===== src/rtl/mutex_rr_arbiter.sv =====
// Round-robin mutex arbiter with bounded hold time and forced-release lockout.
//
// One shared resource is owned by at most one requester at a time. Ownership
// persists across cycles until the owner releases, drops its request, or holds
// the grant for MAX_HOLD consecutive cycles. A timed-out owner is locked out
// until it drops its request. Every change of owner passes through a one-cycle
// dead gap with no grant.
//
// Parameters:
//   N_REQ    number of requesters (2..16)
//   MAX_HOLD maximum consecutive grant cycles per owner; 0 disables the timeout
//   CNT_W    hold counter width
//   ID_W     owner index width
//
// Ports:
//   clk         system clock, rising edge
//   rst         synchronous active-high reset
//   request     per-requester lock request (level)
//   release_req per-requester release pulse, only the owner's bit counts
//               (`release` is a reserved word)
//   granted     registered one-hot grant, zero when unowned
//   owner_id    index of current owner, zero when unowned
//   busy        high whenever any grant is active
//   timeout     one-cycle pulse after a forced release
//   locked_out  registered per-requester lockout flags

module mutex_rr_arbiter #(
  parameter int unsigned N_REQ    = 4,
  parameter int unsigned MAX_HOLD = 64,
  parameter int unsigned CNT_W    = (MAX_HOLD == 0) ? 1 : $clog2(MAX_HOLD + 1),
  parameter int unsigned ID_W     = $clog2(N_REQ)
) (
  input  logic             clk,
  input  logic             rst,
  input  logic [N_REQ-1:0] request,
  input  logic [N_REQ-1:0] release_req,
  output logic [N_REQ-1:0] granted,
  output logic [ID_W-1:0]  owner_id,
  output logic             busy,
  output logic             timeout,
  output logic [N_REQ-1:0] locked_out
);

  localparam bit               HoldEn  = (MAX_HOLD != 0);
  localparam logic [CNT_W-1:0] HoldMax = CNT_W'(MAX_HOLD);
  localparam logic [ID_W:0]    NumReq  = (ID_W + 1)'(N_REQ);

  typedef enum logic [1:0] {
    StIdle,
    StOwned,
    StGap
  } state_e;

  state_e           state_q, state_d;
  logic [N_REQ-1:0] granted_q, granted_d;
  logic [ID_W-1:0]  owner_q, owner_d;
  logic             timeout_q, timeout_d;
  logic [N_REQ-1:0] locked_q, locked_d;
  logic [ID_W-1:0]  rr_q, rr_d;
  logic [CNT_W-1:0] hold_q, hold_d;

  // ---------------------------------------------------------------------------
  // Round-robin pick: first eligible index starting at rr_q, wrapping at N_REQ.
  // ---------------------------------------------------------------------------
  logic [N_REQ-1:0] eligible;
  logic             arb_found;
  logic [ID_W-1:0]  arb_winner;
  logic [ID_W:0]    scan_idx;
  logic [ID_W:0]    winner_inc;
  logic [ID_W-1:0]  rr_after_win;
  logic [N_REQ-1:0] winner_onehot;

  assign eligible = request & ~locked_q;

  always_comb begin
    arb_found  = 1'b0;
    arb_winner = '0;
    scan_idx   = '0;
    for (int unsigned off = 0; off < N_REQ; off++) begin
      // Extra index bit absorbs rr_q + off before the wrap.
      scan_idx = {1'b0, rr_q} + (ID_W + 1)'(off);
      if (scan_idx >= NumReq) begin
        scan_idx = scan_idx - NumReq;
      end
      if (!arb_found && eligible[scan_idx[ID_W-1:0]]) begin
        arb_found  = 1'b1;
        arb_winner = scan_idx[ID_W-1:0];
      end
    end
  end

  always_comb begin
    winner_inc   = {1'b0, arb_winner} + (ID_W + 1)'(1);
    rr_after_win = (winner_inc == NumReq) ? '0 : winner_inc[ID_W-1:0];
  end

  always_comb begin
    winner_onehot             = '0;
    winner_onehot[arb_winner] = 1'b1;
  end

  // ---------------------------------------------------------------------------
  // Owner release conditions.
  // ---------------------------------------------------------------------------
  logic owner_rel;
  logic owner_forced;

  assign owner_rel    = release_req[owner_q] | ~request[owner_q];
  assign owner_forced = HoldEn && (hold_q == HoldMax);

  // ---------------------------------------------------------------------------
  // Next-state logic.
  // ---------------------------------------------------------------------------
  always_comb begin
    state_d   = state_q;
    granted_d = granted_q;
    owner_d   = owner_q;
    timeout_d = 1'b0;
    rr_d      = rr_q;
    hold_d    = hold_q;
    // A lockout clears as soon as its requester lets go of the request.
    locked_d  = locked_q & request;

    unique case (state_q)
      StIdle, StGap: begin
        if (arb_found) begin
          state_d   = StOwned;
          granted_d = winner_onehot;
          owner_d   = arb_winner;
          rr_d      = rr_after_win;
          hold_d    = HoldEn ? CNT_W'(1) : '0;
        end else begin
          state_d   = StIdle;
          granted_d = '0;
          owner_d   = '0;
          hold_d    = '0;
        end
      end

      StOwned: begin
        if (owner_rel) begin
          // Normal release takes priority over a simultaneous timeout.
          state_d   = StGap;
          granted_d = '0;
          owner_d   = '0;
          hold_d    = '0;
        end else if (owner_forced) begin
          state_d           = StGap;
          granted_d         = '0;
          owner_d           = '0;
          hold_d            = '0;
          timeout_d         = 1'b1;
          // Setting the lockout wins over a same-edge clear.
          locked_d[owner_q] = 1'b1;
        end else if (HoldEn && (hold_q != HoldMax)) begin
          hold_d = hold_q + CNT_W'(1);
        end
      end

      default: begin
        state_d   = StIdle;
        granted_d = '0;
        owner_d   = '0;
        hold_d    = '0;
      end
    endcase
  end

  // ---------------------------------------------------------------------------
  // State registers; synchronous reset overrides everything.
  // ---------------------------------------------------------------------------
  always_ff @(posedge clk) begin
    if (rst) begin
      state_q   <= StIdle;
      granted_q <= '0;
      owner_q   <= '0;
      timeout_q <= 1'b0;
      locked_q  <= '0;
      rr_q      <= '0;
      hold_q    <= '0;
    end else begin
      state_q   <= state_d;
      granted_q <= granted_d;
      owner_q   <= owner_d;
      timeout_q <= timeout_d;
      locked_q  <= locked_d;
      rr_q      <= rr_d;
      hold_q    <= hold_d;
    end
  end

  assign granted    = granted_q;
  assign owner_id   = owner_q;
  assign busy       = |granted_q;
  assign timeout    = timeout_q;
  assign locked_out = locked_q;

  // Grant is never shared.
  a_grant_onehot0 : assert property (@(posedge clk) $onehot0(granted_q));

endmodule

===== config.mk =====
export PLATFORM = sky130hd
export DESIGN_NAME = mutex_rr_arbiter
export DESIGN_NICKNAME = d
export VERILOG_FILES = /design/src/rtl/mutex_rr_arbiter.sv
export SDC_FILE = /design/constraint.sdc
export NUM_CORES = 1
export LEC_CHECK = 0
export ABC_AREA = 1
export CORE_MARGIN = 10
export CORE_UTILIZATION = 41
export CTS_CLUSTER_SIZE = 30
export DETAILED_ROUTE_END_ITERATION = 7
export PLACE_DENSITY = 0.64
export SLEW_MARGIN = 20
export SYNTH_ARGS = -nofsm -noshare
export SYNTH_HDL_FRONTEND = slang
export SYNTH_SLANG_ARGS = --single-unit

===== constraint.sdc =====
create_clock -name clk -period 2.3 [get_ports clk]
set_input_delay 0.23 -clock clk [delete_from_list [all_inputs] [get_ports clk]]
set_output_delay 0.23 -clock clk [all_outputs]
set_load 0.01 [all_outputs]

## Word level (Yosys, flattened, before mapping)

Cells that the tools add are included.
W data, S select, Z words.

- Word-level logic and storage cells: 105
- Register bits: 22
- Input bits: 10
- Output and inout bits: 12

- Add/sub/neg operators: 9
- Eq/ne operators: 7
- Reductions and logical operators: 13
- Bitwise gates (word level): 7
- $lt $le $gt $ge: 12
- Mux-type cells: 50

Operators with widths:

| cell | count |
|---|---|
| $mux W2 | 14 |
| $mux W4 | 6 |
| $mux W7 | 3 |
| $lt A2 B3 Y1 const B | 6 |
| $mux W1 | 15 |
| $pmux W7 S2 | 1 |
| $bmux W1 S2 | 6 |
| $ge A3 B3 Y1 const B | 3 |
| $and A4 B4 Y4 | 2 |
| $pmux W2 S2 | 2 |
| $pmux W4 S2 | 1 |
| $sub A2 B1 Y2 const B | 4 |
| $add A7 B1 Y7 const B | 1 |
| $eq A7 B7 Y1 const B | 1 |
| $ne A7 B7 Y1 const B | 1 |
| $add A2 B1 Y3 const B | 2 |
| $add A2 B2 Y3 const B | 2 |
| $logic_and A1 B1 Y1 | 5 |
| $demux W1 S2 | 2 |
| $ge A2 B1 Y1 const B | 2 |
| $ne A4 B4 Y1 const B | 1 |
| $not A4 Y4 | 1 |
| $or A4 B4 Y4 | 1 |
| $reduce_or A4 Y1 | 1 |
| 12 further kinds | 15 |

## Depth between registers and ports, before layout

Gate-level depths: netlist of run 1.

- Word-level depth: 20
- Gate-level depth with buffers: 15
- Depth with buffers taken out: 14

## Worst setup path after synthesis of run 1

Ideal clock, no wire load.

- Path type: reg2reg
- From: reg rr_q[0]
- To: reg rr_q[1]
- Required time: 2.182 ns
- Arrival time: 1.602 ns
- Path slack: 0.580 ns
- Cell stages (with the launch flop): 14
- Library setup time: 0.118 ns
- Period minus slack after synthesis: 1.720 ns
- Buffers on the path: 1
- Cells stage by stage: dfxtp_1 buf_6 inv_6 nand3_2 nand2_1 nand2_1 nand2_4 nor2_4 nand3_2 inv_1 nor2_1 ha_1 o21ai_1 a21oi_2

- Word-level cells in the longest chain between the ends: 17
- Elaborated cells on any way between the ends: 41
- Those cells by class: add/sub (8); order compare (4); eq/ne (1); mux (21); reduce/logical (7)

RTL lines:

| item | line | text |
|---|---|---|
| start, declared | 59 | `logic [ID_W-1:0] rr_q, rr_d;` |
| start signal, assigned | 187 | `rr_q <= rr_d;` |
| parallel branches: the longest is 13 deep, another holds $add A2 B1 Y3 | n/a |  |
| $mux W2 * | 85 | `if (!arb_found && eligible[scan_idx[ID_W-1:0]]) begin` |
| $add A2 B1 Y3 * | 93 | `winner_inc = {1'b0, arb_winner} + (ID_W + 1)'(1);` |
| $eq A3 B3 Y1 | 94 | `rr_after_win = (winner_inc == NumReq) ? '0 : winner_inc[ID_W-1:0];` |
| $mux W2 * | 94 |  |
| named net rr_after_win[1] | 70 | `logic [ID_W-1:0] rr_after_win;` |

Mark *: on every way through the listed nets, which the timed path passes. The select of a mux whose other input is x is not followed.
A chain may end at the register's enable or synchronous reset.

## Final worst setup path of run 1

Ends and elaborated chain as after synthesis.

==> run summary, run 1 <==
First-pass GRT wire length: 5310 um
Most frequent CP cell: nand2_1
DR WL/cell: 12.1 um
Clk_skew: 0.00632 ns
Status: complete, no violations
Worst slew margin: 70.3%
Antenna Nets Post-Route: 0
I/O Buffers: 21
Maximum vdd drop: 0.000718 V
Post-synth top area cell: dfxtp_1
Data required, critical path: 2.52 ns
Post-route non-filler standard cell count: 255
P&R area growth vs syn: 23.3%
Num ports: 22
Unrepaired setup endpoints after global routing: false
Layout Nets: 228
Post-CTS setup buffers: 0
Post-cts hold buffer count: 0
Die X: 76.3 um
Fillers: 322
Fmax: 469 MHz
CP Class: flip-flop to flip-flop
Mapped Nets: 203
Synth warnings: 0
Worst skew pair latency: 0.32 ns
GPL Wtd Cong: 0.797
Synth Area in XOR/XNOR: 2.70%
DIE AREA: 0.00582 sq mm
Drt pass-1 iters: 7
Setup crit end kind: flip-flop
Grt total ovfl: 0
CP cell instances: nand3_1, nand2_1, nand2_1, nand2_4, nor2_4, nand3_2, inv_1, nor2_1, ha_1, o21ai_1, a21oi_2
Yosys cell types: 27
Vias post-DR: 1256
CP Launch Type: flip-flop
Delay of the slowest critical-path stage: 0.62 ns
Inst Count DP: 251
CP top delay family: simple AND/OR/NAND/NOR gates
Post-Syn Area: 0.00130 sq mm
Worst path bufs/invs: 1
H-tree levels: 1
Clk sink count: 22
Pins Over Slew Limit: 0
Layout cells sized above 1: 11.4%
Multi-input gate area: 729 sq um
GR Util All Layers: 10.5%
Top-count cell post-synth: nand2_1
Yosys reg bits: 22
Root Driver: clkbuf_4
Synth async-reset ratio: 0%
Commonest cells post-synth: nand2_1, nand3_1, dfxtp_1, inv_1, nor2_1
Chip height: 76.3 um
# rows: 20
Endpoints failing hold: 0
Synth Area in Adders: 5.78%
Crit-path slowest cell: dfxtp_1
Critical-path maximum fanout: 9
Period utilisation layout: 92.6%
Post-CTS sizing: 0
Routed WL: 3090 um
Detail Placement HPWL: 2450 um
Mux cell area share after synthesis: 0%
Setup TNS Final: 0 ns
Synth Instances: 187
DRT iter0 DRCs: 96
Drt via density: 4.93
Antenna cells: 0
Vias in the first global route: 1188
CORE AREA: 0.00305 sq mm
Max Cap Viol: 0
Top cells by area, synth: dfxtp_1, nand2_1, nand3_1
Initial cell density of the core: 42.5%
Share of the synthesized area in the top cell type: 33.9%
Power per Cell Area: 1200 mW/mm^2
Leak Pwr: 0.000703 uW
Reg clk slew, reported paths: 0.13 ns
Min-delay worst type: flip-flop to flip-flop
Largest family of logic cells by synthesized area: simple AND/OR/NAND/NOR gates
Post-synth top flop: dfxtp_1
Seq. cell area: 440 sq um
Fin crit period: 2.13 ns
Clock tree buffer depth: 2
Compound-Gate Fraction of Synth Area: 8.48%
CTS tree: done
Area share of and/or/nand/nor cells after synthesis: 39.2%
Maximum number of pins on one net before global-route repair: 14
Initial antenna violation count: 0
Total CTS buffers: 3
Syn avg cell area: 6.95 sq um
Number of synthesized flops with an enable pin: 0
Tightest Pin Transition: 0.444 ns
Final setup vio count: 0
Drt drc: 0
Post-synthesis sequential area ratio: 33.9%
Crit path DAT: 2.35 ns
[power breakdown]
part           leakage, uW  total [uW]  internal (uW)  switching (uW)
combinational     0.000496        1050            403             644
clock            0.0000279         301            176             125
sequential        0.000179         568            462             106
[path summary, 6_finish.rpt]
path,from,endpoint,slack [ns],cells past startpoint
worst max-delay path,rr_q[0],rr_q[1],0.17,11
worst min-delay path,granted[1],granted[1],0.49,2
worst max register to register,rr_q[0],rr_q[1],0.17,11
worst min register to register,granted[1],granted[1],0.49,2
[metrics by stage]
step	utilization [%]	worst slack [ns]	cell area (sq um)	power [uW]	hold WS, ns
2_1_floorplan	-	0.580	1300	1320	0.371
3_3_place_gp	50.7	0.152	1550	1590	0.472
3_5_place_dp	50.7	0.0681	1550	1620	0.474
4_1_cts	52.5	0.190	1600	1930	0.495
5_1_grt	52.5	0.0280	1600	2110	0.515
6_report	52.5	0.170	1600	1920	0.495
[worst min-delay path: cells and delay by family (launching register included)]
family | cells | cell delay [ns]
compound gates | 1 | 0.06
simple gates | 1 | 0.06
flops | 1 | 0.34
[per-layer routing]
metal	wire [um]	track usage [%]
met5	0	0
met2	1300	15.6
met4	60	3.35
met1	1480	13.5
met3	241	3.77
[sequential cells by signal (all words and copies together), names as in the netlist]
signal and flops:
granted 4, locked_out 4, timeout 1, state_q 2, rr_q 2, hold_q 7, owner_id 2
[kinds of logic (layout without fill, tap and decap cells)]
logic type      Yosys count  after routing
flops                    22             22
compound gates           18             18
buf+inv                  29             53
xor+xnor                  4              4
fa+ha+maj                 6              6
simple gates            108            108
[cells in the final DEF, fill, tap and decap left out, drive strengths merged, types with 4 or more instances in the layout]
cell           instances
ha                     6
dfxtp                 22
clkdlybuf4s50         21
inv                   26
nand3                 33
nand2                 52
o31ai                  4
nor2                  18
a21oi                 10
[cell type report]
class                      count  area share, %
clock buffer                   3           1.41
clock inverter                 1           1.87
inverter                      27           6.64
multi-input combinational    136           45.5
sequential                    22           27.5
tap                           44           3.44
timing repair buffer          22           13.6
No activity file was read; power rests on OpenSTA's default activity.
==> inputs of run 2 (changes only) <==
Settings changed: CORE_MARGIN 10 to default, CORE_UTILIZATION 41 to 30, PLACE_DENSITY 0.64 to 0.5.
==> run 2 against run 1 <==
Effect of this change: sequential power grew 1%; non-clock buffer count stayed put; cell count up 2.4%; critical endpoint unchanged; largest cell class unchanged.
==> run summary, run 2 (synthesized netlist as in run 1, its figures left out) <==
Maximum vdd drop: 0.000546 V (was 0.000718 V)
Worst slew margin: 77.6% (was 70.3%)
Hold path startpoint: granted[3] (was granted[1])
GPL Wtd Cong: 0.803 (was 0.797)
Post-route non-filler standard cell count: 261 (was 255)
Worst skew pair latency: 0.26 ns (was 0.32 ns)
Drt drc: 0 (unchanged)
Post-CTS setup buffers: 0 (unchanged)
DRT iter0 DRCs: 45 (was 96)
Reg clk slew, reported paths: 0.08 ns (was 0.13 ns)
Unrepaired setup endpoints after global routing: false (unchanged)
Layout cells sized above 1: 11.8% (was 11.4%)
Fin crit period: 1.96 ns (was 2.13 ns)
Setup slack after layout: 0.337 ns (was 0.170 ns)
Min-delay worst type: flip-flop to flip-flop (unchanged)
Int Pwr: 1100 uW (was 1040 uW)
CTS tree: done (unchanged)
H-tree levels: 1 (unchanged)
Antenna cells: 0 (unchanged)
Fillers: 449 (was 322)
Top reg by flops: hold_q (unchanged)
Drt pass-1 iters: 4 (was 7)
Sw frac: 44.1% (was 45.7%)
Routed WL: 2870 um (was 3090 um)
Leak Pwr: 0.000711 uW (was 0.000703 uW)
Place WS: 0.0977 ns (was 0.0681 ns)
Inst Count DP: 257 (was 251)
Critical-path maximum fanout: 5 (was 9)
Commonest non-fill, non-tap cell in the layout: nand2_1 (unchanged)
Period utilisation layout: 85.3% (was 92.6%)
Detail Placement HPWL: 2270 um (was 2450 um)
Power per Cell Area: 1210 mW/mm^2 (was 1200 mW/mm^2)
Crit Reg-Reg Endpoint: rr_q[1] (unchanged)
Tightest Pin Transition: 0.336 ns (was 0.444 ns)
Fmax: 509 MHz (was 469 MHz)
Setup TNS Final: 0 ns (unchanged)
R2R Setup Slk: 0.35 ns (was 0.17 ns)
Sequential Power Share: 29.2% (was 29.7%)
Switch Pwr: 866 uW (was 875 uW)
Setup crit end kind: flip-flop (unchanged)
CP Class: primary input to flip-flop (was flip-flop to flip-flop)
Root Driver: clkbuf_8 (was clkbuf_4)
Maximum number of pins on one net before global-route repair: 14 (unchanged)
Chip height: 67.8 um (was 76.3 um)
Critical path origin: request[1] (was rr_q[0])
R2R depth: 11 (unchanged)
Final setup vio count: 0 (unchanged)
Vias in the first global route: 1086 (was 1188)
Initial cell density of the core: 31.8% (was 42.5%)
Drt via density: 4.65 (was 4.93)
Max Cap Viol: 0 (unchanged)
Clk sink count: 22 (unchanged)
First-pass GRT wire length: 4750 um (was 5310 um)
Hold EP: granted[3] (was granted[1])
GR Util All Layers: 13.6% (was 10.5%)
Vias post-DR: 1213 (was 1256)
Endpoints failing hold: 0 (unchanged)
Clock share of power: 18.6% (was 15.7%)
Die X: 67.8 um (was 76.3 um)
Origin of the critical flop-to-flop path: rr_q[0] (unchanged)
Total CTS buffers: 3 (unchanged)
Layout Nets: 228 (unchanged)
Worst hold path depth: 2 (unchanged)
I/O Buffers: 21 (unchanged)
# rows: 23 (was 20)
Clock tree buffer depth: 2 (unchanged)
CP Launch Type: primary input (was flip-flop)
DR WL/cell: 11.0 um (was 12.1 um)
DIE AREA: 0.00460 sq mm (was 0.00582 sq mm)
CORE AREA: 0.00409 sq mm (was 0.00305 sq mm)
Num ports: 22 (unchanged)
Clk_skew: 0.00159 ns (was 0.00632 ns)
Most frequent cells in the layout: nand2_1, nand3_1, inv_1, dfxtp_1, clkdlybuf4s50_1 (was nand2_1, nand3_1, dfxtp_1, inv_1, clkdlybuf4s50_1)
Antenna Nets Post-Route: 0 (unchanged)
Initial antenna violation count: 0 (unchanged)
P&R area growth vs syn: 25.4% (was 23.3%)
Pins Over Slew Limit: 0 (unchanged)
Grt total ovfl: 0 (unchanged)
Data required, critical path: 2.46 ns (was 2.52 ns)
Status: complete, no violations (unchanged)
Crit path DAT: 2.12 ns (was 2.35 ns)
Combinational power share: 52.2% (was 54.6%)
Max reg flops: 7 (unchanged)
-- run 2: cell types whose count changed in the layout (fill, tap and decap cells not counted) --
| cell | previous run | this run |
|---|---|---|
| clkbuf_4 | 3 | 0 |
| dfxtp_1 | 22 | 21 |
| dfxtp_2 | 0 | 1 |
| clkbuf_8 | 0 | 3 |
-- run 2: routing by layer --
metal | GRT usage, % | share of wire, % | vias up
met3 | 1.52 | 3.2 | 0
met2 | 21.7 | 45 | 23
li1 | - | - | 649
met1 | 19.0 | 52 | 541
met5 | 0 | 0 | -
met4 | 3.91 | 0 | 0
-- run 2: layout make-up --
type	instances	area, sq um	area share [%]
clock inverter	1	30.0	1.84
sequential	22	442	27.1
timing repair buffer	22	218	13.4
tap	50	62.6	3.84
clock buffer	3	41.3	2.53
inverter	27	106	6.53
multi-input combinational	136	729	44.8
-- run 2: critical path: stages --
cell and delay (ns):
clkdlybuf4s50_1 0.54, nand3_1 0.16, nand2_1 0.15, nand2_1 0.07, nand2_2 0.09, inv_1 0.06
nand3_2 0.13, inv_1 0.05, nor2_1 0.18, ha_1 0.26, o21ai_1 0.16, a21oi_2 0.04
-- run 2: how the worst max path moves through the flow --
| stage | endpoint | slack (ns) | cells after the start |
|---|---|---|---|
| global route | rr_q[1] | 0.15 | 13 |
| global placement | rr_q[1] | 0.1 | 12 |
| CTS | rr_q[1] | 0.21 | 11 |
| floorplan | rr_q[1] | 0.58 | 13 |
| finish | rr_q[1] | 0.34 | 12 |
| detailed placement | rr_q[1] | 0.1 | 12 |
-- run 2: what timing repair did --
item                                    CTS  global route
endpoints found under the setup margin    0             3
resized for setup                         0             1
hold buffers                              0             0
-- run 2: power by group through the flow --
stage	clock network, uW	logic [uW]	registers (uW)
after floorplan	0	761	556
after global placement	0	1010	581
after detailed placement	0	1020	584
after CTS	379	1030	576
after global routing	392	1180	590
final	365	1030	575
-- run 2: stage by stage --
stage / instance area (sq um) / power (uW) / hold WS (ns) / util, %
after detailed placement: 1560 / 1610 / 0.475 / 38.1
after global placement: 1560 / 1590 / 0.475 / 38.1
final: 1630 / 1970 / 0.486 / 39.9
after CTS: 1630 / 1990 / 0.491 / 39.8
after floorplan: 1300 / 1320 / 0.371 / -
after global routing: 1630 / 2160 / 0.500 / 39.9
==> inputs of run 3 (changes only) <==
Settings changed: TNS_END_PERCENT from default to 50.
==> results of run 3 <==
No change in the layout: final DEF, timing and power equal those of run 2.
